File: config.mk
export PLATFORM = sky130hd
export DESIGN_NAME = otter_mem_arb_flat
export DESIGN_NICKNAME = d
export VERILOG_FILES = /design/src/rtl/otter_mem_arb_if.sv /design/src/rtl/otter_mem_arb.sv /design/src/flat_wrapper.sv
export SDC_FILE = /design/constraint.sdc
export NUM_CORES = 1
export LEC_CHECK = 0
export BUFFER_PORTS_ARGS = -buffer_cell sky130_fd_sc_hd__buf_2
export CORE_ASPECT_RATIO = 1.1
export CORE_UTILIZATION = 40
export DETAILED_ROUTE_END_ITERATION = 7
export GPL_TIMING_DRIVEN = 0
export PLACE_DENSITY_LB_ADDON = 0.05
export SLEW_MARGIN = 10
export SYNTH_ARGS = -nofsm -noshare
export SYNTH_HDL_FRONTEND = slang
export SYNTH_SLANG_ARGS = --single-unit
File: constraint.sdc
create_clock -name clk -period 3.25 [get_ports clk]
set_input_delay 0.325 -clock clk [delete_from_list [all_inputs] [get_ports clk]]
set_output_delay 0.325 -clock clk [all_outputs]
set_load 0.02 [all_outputs]
File: src/rtl/otter_mem_arb_if.sv
// ============================================================================
//  Module   : otter_mem_arb_if
//  Brief    : Bus bundle for the OTTER memory arbiter. It carries both requester
//             ports and the shared memory port.
//  Revision : 1.0 - initial release
// ============================================================================
`default_nettype none

interface otter_mem_arb_if #(
  parameter int ADDR_W = 32
);
  // Port 1: instruction fetch (read-only)
  logic              req1;
  logic [ADDR_W-1:0] addr1;
  logic [31:0]       rdata1;
  logic              ack1;
  logic              err1;

  // Port 2: data (read/write)
  logic              req2;
  logic              we2;
  logic [ADDR_W-1:0] addr2;
  logic [31:0]       wdata2;
  logic [3:0]        be2;
  logic [31:0]       rdata2;
  logic              ack2;
  logic              err2;

  // Shared memory port
  logic              mem_req;
  logic              mem_we;
  logic [ADDR_W-1:0] mem_addr;
  logic [31:0]       mem_wdata;
  logic [3:0]        mem_be;
  logic [31:0]       mem_rdata;
  logic              mem_ready;

  // Requesters and memory side (drives requests and memory responses)
  modport master (
    output req1, addr1, req2, we2, addr2, wdata2, be2, mem_rdata, mem_ready,
    input  rdata1, ack1, err1, rdata2, ack2, err2,
           mem_req, mem_we, mem_addr, mem_wdata, mem_be
  );

  // Arbiter side
  modport slave (
    input  req1, addr1, req2, we2, addr2, wdata2, be2, mem_rdata, mem_ready,
    output rdata1, ack1, err1, rdata2, ack2, err2,
           mem_req, mem_we, mem_addr, mem_wdata, mem_be
  );
endinterface

`default_nettype wire

File: src/rtl/otter_mem_arb.sv
// ============================================================================
//  Module   : otter_mem_arb
//  Brief    : Two-port memory arbiter. Port 2 (data) normally has priority.
//             Port 1 (fetch) is guaranteed a grant after STARVE_MAX
//             consecutive port-2 wins. Each access is bounded by TIMEOUT_CYC.
//  Revision : 1.0 - initial release
// ============================================================================
`default_nettype none

module otter_mem_arb #(
  parameter int ADDR_W      = 32,
  parameter int TIMEOUT_CYC = 16,
  parameter int STARVE_MAX  = 4
) (
  input  logic            clk,
  input  logic            rst_n,
  otter_mem_arb_if.slave  bus
);

  localparam logic [1:0] ST_IDLE = 2'd0;
  localparam logic [1:0] ST_GNT1 = 2'd1;
  localparam logic [1:0] ST_GNT2 = 2'd2;
  localparam logic [1:0] ST_DONE = 2'd3;

  // The wait count reaching this value means the current cycle is the last allowed one
  localparam logic [7:0] WAIT_LAST  = 8'(TIMEOUT_CYC - 1);
  localparam logic [3:0] STARVE_LIM = 4'(STARVE_MAX);

  logic [1:0]        state_q,     state_d;
  logic [3:0]        starve_q,    starve_d;
  logic [7:0]        wait_q,      wait_d;
  logic              mem_req_q,   mem_req_d;
  logic              mem_we_q,    mem_we_d;
  logic [ADDR_W-1:0] mem_addr_q,  mem_addr_d;
  logic [31:0]       mem_wdata_q, mem_wdata_d;
  logic [3:0]        mem_be_q,    mem_be_d;
  logic [31:0]       rdata1_q,    rdata1_d;
  logic [31:0]       rdata2_q,    rdata2_d;
  logic              ack1_q,      ack1_d;
  logic              ack2_q,      ack2_d;
  logic              err1_q,      err1_d;
  logic              err2_q,      err2_d;
  logic              pick_port1;

  // Next-state logic: grant decision, memory handshake, timeout and completion
  always_comb begin
    state_d     = state_q;
    starve_d    = starve_q;
    wait_d      = wait_q;
    mem_req_d   = mem_req_q;
    mem_we_d    = mem_we_q;
    mem_addr_d  = mem_addr_q;
    mem_wdata_d = mem_wdata_q;
    mem_be_d    = mem_be_q;
    rdata1_d    = rdata1_q;
    rdata2_d    = rdata2_q;
    ack1_d      = 1'b0;
    ack2_d      = 1'b0;
    err1_d      = 1'b0;
    err2_d      = 1'b0;
    pick_port1  = 1'b0;

    case (state_q)
      ST_IDLE: begin
        if (bus.req1 || bus.req2) begin
          // Port 2 wins a tie unless port 1 has been passed over STARVE_MAX times
          pick_port1 = bus.req1 && (!bus.req2 || (starve_q == STARVE_LIM));
          wait_d     = 8'd0;
          mem_req_d  = 1'b1;
          if (pick_port1) begin
            state_d     = ST_GNT1;
            starve_d    = 4'd0;
            mem_we_d    = 1'b0;
            mem_addr_d  = bus.addr1;
            mem_wdata_d = 32'h0;
            mem_be_d    = 4'hF;
          end else begin
            state_d     = ST_GNT2;
            if (bus.req1) begin
              starve_d = (starve_q == STARVE_LIM) ? STARVE_LIM : starve_q + 4'd1;
            end else begin
              starve_d = 4'd0;
            end
            mem_we_d    = bus.we2;
            mem_addr_d  = bus.addr2;
            mem_wdata_d = bus.wdata2;
            mem_be_d    = bus.be2;
          end
        end
      end

      ST_GNT1, ST_GNT2: begin
        if (bus.mem_ready) begin
          state_d   = ST_DONE;
          mem_req_d = 1'b0;
          if (state_q == ST_GNT1) begin
            ack1_d   = 1'b1;
            rdata1_d = bus.mem_rdata;
          end else begin
            ack2_d = 1'b1;
            if (!mem_we_q) begin
              rdata2_d = bus.mem_rdata;
            end
          end
        end else if (wait_q == WAIT_LAST) begin
          state_d   = ST_DONE;
          mem_req_d = 1'b0;
          if (state_q == ST_GNT1) begin
            ack1_d   = 1'b1;
            err1_d   = 1'b1;
            rdata1_d = 32'h0;
          end else begin
            ack2_d   = 1'b1;
            err2_d   = 1'b1;
            rdata2_d = 32'h0;
          end
        end else begin
          wait_d = wait_q + 8'd1;
        end
      end

      default: begin
        // DONE: one-cycle completion slot, requests and mem_ready ignored
        state_d = ST_IDLE;
      end
    endcase
  end

  // State registers with asynchronous reset that aborts any access in flight
  always_ff @(posedge clk or negedge rst_n) begin
    if (!rst_n) begin
      state_q     <= ST_IDLE;
      starve_q    <= 4'd0;
      wait_q      <= 8'd0;
      mem_req_q   <= 1'b0;
      mem_we_q    <= 1'b0;
      mem_addr_q  <= '0;
      mem_wdata_q <= 32'h0;
      mem_be_q    <= 4'h0;
      rdata1_q    <= 32'h0;
      rdata2_q    <= 32'h0;
      ack1_q      <= 1'b0;
      ack2_q      <= 1'b0;
      err1_q      <= 1'b0;
      err2_q      <= 1'b0;
    end else begin
      state_q     <= state_d;
      starve_q    <= starve_d;
      wait_q      <= wait_d;
      mem_req_q   <= mem_req_d;
      mem_we_q    <= mem_we_d;
      mem_addr_q  <= mem_addr_d;
      mem_wdata_q <= mem_wdata_d;
      mem_be_q    <= mem_be_d;
      rdata1_q    <= rdata1_d;
      rdata2_q    <= rdata2_d;
      ack1_q      <= ack1_d;
      ack2_q      <= ack2_d;
      err1_q      <= err1_d;
      err2_q      <= err2_d;
    end
  end

  assign bus.mem_req   = mem_req_q;
  assign bus.mem_we    = mem_we_q;
  assign bus.mem_addr  = mem_addr_q;
  assign bus.mem_wdata = mem_wdata_q;
  assign bus.mem_be    = mem_be_q;
  assign bus.rdata1    = rdata1_q;
  assign bus.rdata2    = rdata2_q;
  assign bus.ack1      = ack1_q;
  assign bus.ack2      = ack2_q;
  assign bus.err1      = err1_q;
  assign bus.err2      = err2_q;

endmodule

`default_nettype wire

File: src/flat_wrapper.sv
// flat-port wrapper written by rule: the top's interface ports become plain ports
module otter_mem_arb_flat 
#(
  parameter int ADDR_W      = 32,
  parameter int TIMEOUT_CYC = 16,
  parameter int STARVE_MAX  = 4
)
  (clk, rst_n, bus_req1, bus_addr1, bus_req2, bus_we2, bus_addr2, bus_wdata2, bus_be2, bus_mem_rdata, bus_mem_ready, bus_rdata1, bus_ack1, bus_err1, bus_rdata2, bus_ack2, bus_err2, bus_mem_req, bus_mem_we, bus_mem_addr, bus_mem_wdata, bus_mem_be);
  otter_mem_arb_if #(.ADDR_W(ADDR_W)) bus_i ();
  input  logic clk;
  input  logic rst_n;
  input wire logic [$bits(bus_i.req1)-1:0] bus_req1;
  input wire logic [$bits(bus_i.addr1)-1:0] bus_addr1;
  input wire logic [$bits(bus_i.req2)-1:0] bus_req2;
  input wire logic [$bits(bus_i.we2)-1:0] bus_we2;
  input wire logic [$bits(bus_i.addr2)-1:0] bus_addr2;
  input wire logic [$bits(bus_i.wdata2)-1:0] bus_wdata2;
  input wire logic [$bits(bus_i.be2)-1:0] bus_be2;
  input wire logic [$bits(bus_i.mem_rdata)-1:0] bus_mem_rdata;
  input wire logic [$bits(bus_i.mem_ready)-1:0] bus_mem_ready;
  output wire logic [$bits(bus_i.rdata1)-1:0] bus_rdata1;
  output wire logic [$bits(bus_i.ack1)-1:0] bus_ack1;
  output wire logic [$bits(bus_i.err1)-1:0] bus_err1;
  output wire logic [$bits(bus_i.rdata2)-1:0] bus_rdata2;
  output wire logic [$bits(bus_i.ack2)-1:0] bus_ack2;
  output wire logic [$bits(bus_i.err2)-1:0] bus_err2;
  output wire logic [$bits(bus_i.mem_req)-1:0] bus_mem_req;
  output wire logic [$bits(bus_i.mem_we)-1:0] bus_mem_we;
  output wire logic [$bits(bus_i.mem_addr)-1:0] bus_mem_addr;
  output wire logic [$bits(bus_i.mem_wdata)-1:0] bus_mem_wdata;
  output wire logic [$bits(bus_i.mem_be)-1:0] bus_mem_be;
  assign bus_i.req1 = bus_req1;
  assign bus_i.addr1 = bus_addr1;
  assign bus_i.req2 = bus_req2;
  assign bus_i.we2 = bus_we2;
  assign bus_i.addr2 = bus_addr2;
  assign bus_i.wdata2 = bus_wdata2;
  assign bus_i.be2 = bus_be2;
  assign bus_i.mem_rdata = bus_mem_rdata;
  assign bus_i.mem_ready = bus_mem_ready;
  assign bus_rdata1 = bus_i.rdata1;
  assign bus_ack1 = bus_i.ack1;
  assign bus_err1 = bus_i.err1;
  assign bus_rdata2 = bus_i.rdata2;
  assign bus_ack2 = bus_i.ack2;
  assign bus_err2 = bus_i.err2;
  assign bus_mem_req = bus_i.mem_req;
  assign bus_mem_we = bus_i.mem_we;
  assign bus_mem_addr = bus_i.mem_addr;
  assign bus_mem_wdata = bus_i.mem_wdata;
  assign bus_mem_be = bus_i.mem_be;
  otter_mem_arb #(.ADDR_W(ADDR_W), .TIMEOUT_CYC(TIMEOUT_CYC), .STARVE_MAX(STARVE_MAX)) u_core (.clk(clk), .rst_n(rst_n), .bus(bus_i));
endmodule
==> run metrics, run 1 <==
status complete, no violations; Max-Cap Viols 0; CTS Buffer Depth 2; GRT Total Usage a little over a fifth; clk sinks 152; Synth Area in Simple Gates 12.81%; worst hold path class in -> reg; Core Area 16,950 um^2; Initial Utilization 40.69%; Final WS setup 0.9262 ns; Sequential cell area 3804 um^2; PwrDens 1071 nW/um^2; CTS tree yes; Residual DRC 0; FP Rows 50; routed vias/inst 4.905; worst path required time 3.60 ns; worst skew pair latency ~0.42 ns; worst reg2reg path startpoint u_core.state_q[0]; vias 5,911; leakage power 4.701 nW; placed cell count around 1.2k; initial antenna violation count 0; CP cell instances inv_1 > ha_1 > buf_2 > nor3b_1 > clkbuf_1 > a22o_1 > a22o_1; Die Y ~140 um; Psw between 4 and 5 mW; layout cells sized above 1 36.56%; clock network power share 19.3%; cell mode on critical path a22o_1; first-pass GRT wire length just under 30,000 um; RSZ-0062 raised after global routing no; CP max stage cell nor3b_1; Distinct cells, synth 38; WP depth 7; most frequent cells in the layout buf_2, dfrtp_1, nand2_1; Clock Root Buffer clkbuf_16; CP max stage delay between 0.5 and 0.6 ns; setup TNS 0 ns; Worst VDD drop 0.3931 mV; die area 17,770 um^2; largest family of logic cells by synthesized area compound AO/OA/AOI/OAI gates; synthesized area 6898 um^2; Worst Path Max Fanout 10; Final Slew Violations 0; worst slack, placed approximately 0.96 ns; Congestion Overflow GR 0; Syn Inst Count ~660; fin crit share 71.50%; clk slew on worst S/H paths 0.06 ns; placed cell areas 8600 um^2; Design Area, Final 9169 um^2; Sw Ratio around 43%; Post-DP HPWL 13,350 um; WP buf/inv 3; WS Path Type reg -> reg; Final Hold Vio Count 0; Seq pwr share 33.0%; Critical Path Start u_core.state_q[0]; ANT nets after route 0; fmax between 0.4 and 0.5 GHz; CP endpoint kind flop; commonest non-fill, non-tap cell in the layout buf_2; number of port buffers roughly 270; vias in the first global route 5,850; compound-gate portion of the synthesized area 20.01%; Layout area overhead 32.92%; Post-Synth XOR/XNOR Area 0%; crit path capture u_core.bus.rdata2[25]; proportion of synthesized area in mux cells under 10%; Fin Clk Skew around 0.0085 ns; H-tree depth 4; post-route minimum period 2.324 ns; adder-cell share of the synthesized area 1.088%; IO Pins 276; number of DRC markers in iteration 0 around 240; syn_area_per_cell 10.39 um^2; Least-Margin Pin Slew 0.9421 ns; critical path launch point type flop; Die W 127.2 um; Synth Warn # 0; WP data arrival 2.68 ns; worst r2r dst u_core.bus.rdata2[25]; sequential share of the synthesized area 55.14%; Pre-antenna DRT Iters 4; R2R Setup Slk 0.93 ns; Reg2Reg Depth 7; Layout fillers around 1.7k; FF+latch count, synth 152; Crit path max-delay family buffers and inverters; # setup viols final 0; post-DR wirelength/cell 15.09 um; Diodes inserted 0; GPL Wtd Cong between 0.7 and 0.8; fin cells between 1k and 1.5k; setup repair bufs after CTS 0; Routed WL 18,180 um; total CTS buffers 17; Synth Net Count 808; Int Pwr 5.597 mW; largest net degree at the start of global routing 96; Comb power frac 47.7%; Rel. slew slack 36.63%; Multi-input gate area roughly 2700 um^2; # nets final 1,103
-- stage by stage --
step | hold slack (ns) | utilization, % | total power [mW]
2_1_floorplan | 0.02941 | - | 6.390
3_3_place_gp | 0.4566 | 50.50 | 7.955
3_5_place_dp | 0.2877 | 50.72 | 8.006
4_1_cts | 0.1164 | 54.08 | 9.941
5_1_grt | 0.1288 | 54.08 | 10.55
6_report | 0.1357 | 54.08 | 9.821
-- power groups by stage --
stage / Combinational (mW) / Clock [mW] / Sequential [mW]
floorplan: 2.15 / 0 / 4.24
global placement: 4.70 / 0 / 3.25
detailed placement: 4.75 / 0 / 3.25
CTS: 4.75 / 1.95 / 3.24
global route: 5.17 / 2.03 / 3.35
finish: 4.69 / 1.90 / 3.24
-- cells by family after synthesis --
family,after synthesis
AO/OA/AOI/OAI,193
AND/OR/NAND/NOR,188
flip-flops,152
buffers and inverters,93
multiplexers,32
adder cells (fa/ha/maj),6
-- tightest hold or removal path: cells and delay by family --
family / cells / cell delay, ns
AND/OR/NAND/NOR: 1 / 0.04
buffers and inverters: 1 / 0.09
AO/OA/AOI/OAI: 1 / 0.06
-- repair_timing --
action                    in CTS  in global routing
resized for setup              0                  0
hold endpoints to repair      57                  0
hold buffers                   1                  0
-- sequential cells by signal, summed over array words and instances (netlist names), 2 cells and up --
| name | cells |
|---|---|
| u_core.state_q | 2 |
| u_core.bus.mem_wdata | 32 |
| u_core.wait_q | 8 |
| u_core.bus.mem_addr | 32 |
| u_core.starve_q | 4 |
| u_core.bus.rdata2 | 32 |
| u_core.bus.rdata1 | 32 |
| u_core.bus.mem_be | 4 |
-- cell type report --
cell class / instances / area share [%]
inverters: 38 / 1.556
plain buffers: 55 / 3.193
well taps: 234 / 3.193
multi-input cells: 419 / 29.00
repair buffers: 276 / 15.47
clock inverters: 13 / 1.419
flip-flops and latches: 152 / 41.48
clock buffers: 18 / 4.681
-- metal layers --
metal | up-vias | global-route usage (%) | routed length [um] | share of wire [%]
met4 | 0 | 6.140 | 226 | 1.2
met1 | 2772 | 26.60 | 7893 | 43
met2 | 190 | 36.26 | 8960 | 49
li1 | 2932 | - | - | -
met5 | - | 0 | 0 | 0
met3 | 17 | 5.421 | 1100 | 6.1
-- worst min path at each step --
stage                                start                       end  slack, ns  cells after the start
floorplan                            rst_n           u_core.bus.ack1       0.03                      0
global placement    u_core.bus.mem_addr[1]    u_core.bus.mem_addr[1]       0.46                      2
finish                      bus_wdata2[31]  u_core.bus.mem_wdata[31]       0.14                      3
CTS                          bus_wdata2[7]   u_core.bus.mem_wdata[7]       0.12                      3
global route                bus_wdata2[29]  u_core.bus.mem_wdata[29]       0.13                      3
detailed placement                   rst_n     u_core.bus.rdata2[23]       0.29                      1
-- cell usage after synthesis --
master     number  area [um^2]
or4_4           1        11.26
a22o_2          3        30.03
nand2b_1        4        25.02
a41oi_1         1        8.760
nor2_1         12        45.04
nand3b_1        1        7.510
o211ai_1        4        30.03
nor3b_1         2        15.01
buf_2           6        30.03
nand2_1       112        420.4
o21bai_4        1        18.77
a22o_1         61        534.3
nor3_1          4        20.02
or4b_1          1        10.01
a21oi_1         9        45.04
mux2i_1        32        320.3
o22ai_1         1        6.260
buf_12          3        60.06
nor2b_1         1        6.260
o221ai_1        1        8.760
buf_1           2        7.510
dfrtp_1       152         3804
nand4b_1        2        17.52
ha_1            6        75.07
or2_2           1        6.260
nand4_1        36        225.2
inv_1          38        142.6
o21a_1          1        7.510
buf_6           4        45.04
a21boi_0        1        7.510
a21bo_2         1        10.01
o21ai_0        75        375.4
o2bb2ai_1       5        43.79
o21ai_2        29        254.0
and3_1          3        18.77
clkbuf_1       40        150.1
nand3b_4        1        20.02
nand3_1         7        35.03
Note: power is estimated with default switching activity, not from simulation.
==> run 2, diff against run 1 <==
clock period = 2.25 ns   (was 3.25 ns; I/O delays follow)
==> run metrics, run 2 (synthesis gave the netlist of run 1 again) <==
status complete, no violations; Seq pwr share 32.9% (about the same); worst path required time 2.54 ns (-1.06 ns); commonest non-fill, non-tap cell in the layout buf_2; Max-Cap Viols 0 (unchanged); initial antenna violation count 0 (unchanged); Worst VDD drop 0.5674 mV (+44%); vias in the first global route 5,856 (+0.10%); R2R Setup Slk 0.17 ns (-0.76 ns); ANT nets after route 0 (unchanged); Comb power frac 47.8% (about the same); routed vias/inst 4.910 (about the same); leakage power 4.720 nW (+0.39%); Layout area overhead 33.09%; Rel. slew slack 58.33% (+22 points); H-tree depth 4 (unchanged); IO Pins 276 (unchanged); largest net degree at the start of global routing 96 (unchanged); hold_ws 0.03643 ns (-0.09930 ns); Pre-antenna DRT Iters 4 (unchanged); CTS Buffer Depth 2 (unchanged); Int Pwr 8.106 mW (+45%); Sw Ratio 42.96% (-0.047 points); FP Rows 50 (unchanged); Congestion Overflow GR 0 (unchanged); fmax 0.4803 GHz (+12%); Clock Root Buffer clkbuf_16; number of DRC markers in iteration 0 229 (-3.4%); post-DR wirelength/cell 15.09 um (about the same); Fin Clk Skew 0.007943 ns (-0.0005404 ns); final total power 14.21 mW (+45%); vias 5,916 (+0.085%); worst skew pair latency 0.42 ns (about the same); # nets final 1,103 (unchanged); Die Y 139.7 um (unchanged); Final Slew Violations 0 (unchanged); worst hold path class in -> reg; GPL Wtd Cong 0.7704 (unchanged); # setup viols final 0 (unchanged); post-route minimum period 2.082 ns (-0.2416 ns); Routed WL 18,180 um (about the same); clk sinks 152 (unchanged); Diodes inserted 0 (unchanged); die area 17,770 um^2 (unchanged); total CTS buffers 17 (unchanged); clock network power share 19.3% (about the same); fin crit share 92.54% (+21 points); final core utilization 54.15% (+0.066 points); clk slew on worst S/H paths 0.06 ns (about the same); Residual DRC 0 (unchanged); PwrDens 1548 nW/um^2 (+45%); CP endpoint kind flop; Final Hold Vio Count 0 (unchanged); RSZ-0062 raised after global routing no; Worst Path Max Fanout 10 (unchanged); WS Path Type reg -> reg; Post-DP HPWL 13,350 um (unchanged); Die W 127.2 um (unchanged); layout cells sized above 1 37.18% (+0.62 points); number of port buffers 274 (unchanged); worst slack, placed -0.04351 ns (-1.000 ns); Core Area 16,950 um^2 (unchanged); Least-Margin Pin Slew 0.6237 ns (-0.3184 ns); Initial Utilization 40.69% (unchanged); most frequent cells in the layout buf_2, dfrtp_1, nand2_1; WP data arrival 2.37 ns (-0.31 ns); CTS tree yes; Final WS setup 0.1679 ns (-0.7584 ns); Psw 6.106 mW (+45%); GRT Total Usage 21.29% (unchanged); critical path launch point type flop; first-pass GRT wire length 29,820 um (unchanged)
-- run 2: area by class of cell --
class                           instances  area (um^2)
Clock buffer                           18        429.2
Tap cell                              234        292.8
Buffer                                 55        299.0
Timing Repair Buffer                  276         1419
Sequential cell                       152         3804
Inverter                               38        142.6
Clock inverter                         13        130.1
Multi-Input combinational cell        419         2664
Fill cell                            1660         7774
-- run 2: final timing paths --
kind	endpoint	from	depth (start not counted)
setup / recovery	u_core.bus.mem_addr[12]	u_core.starve_q[0]	8
hold / removal	u_core.bus.mem_wdata[31]	bus_wdata2[31]	3
setup reg to reg	u_core.bus.mem_addr[12]	u_core.starve_q[0]	8
hold reg to reg	u_core.bus.mem_addr[17]	u_core.bus.mem_addr[17]	2
max in group asynchronous	u_core.bus.mem_wdata[29]	rst_n	3
min in group asynchronous	u_core.bus.rdata2[23]	rst_n	2
-- run 2: power groups by stage --
stage               Sequential [mW]  Combinational, mW  Clock, mW
floorplan                      6.12               3.11          0
global placement               4.69               6.80          0
detailed placement             4.70               6.86          0
CTS                            4.68               6.88       2.81
global route                   4.85               7.49       2.93
finish                         4.68               6.79       2.74
-- run 2: worst max-delay path: stages (launching register included) --
cell      delay, ns
dfrtp_1        0.40
inv_1          0.06
ha_1           0.19
nand3b_1       0.15
a21bo_2        0.16
buf_2          0.26
buf_2          0.35
mux2i_1        0.27
o21ai_0        0.10
-- run 2: per-stage QoR --
stage               instance area (um^2)  setup TNS (ns)  cells
finish                              9180               0   1205
global route                        9180               0   1205
CTS                                 9176               0   1205
detailed placement                  8600         -0.2636   1173
floorplan                           6898               0    664
global placement                    8562         -211.53   1172
-- run 2: metal layers --
layer	wire (um)	vias up	global-route usage, %	share of wire, %
met3	1117	15	5.421	6.1
met1	7821	2775	26.60	43
met2	9038	196	36.26	50
li1	-	2930	-	-
met4	202	0	6.140	1.1
met5	0	-	0	0
-- run 2: repair_timing --
action	CTS	global route
endpoints found under the hold margin	57	0
pin swaps	0	0
gates resized for setup	4	6
hold buffers	1	0
gates cloned	0	0
buffers inserted	0	0
setup endpoints to repair	44	65
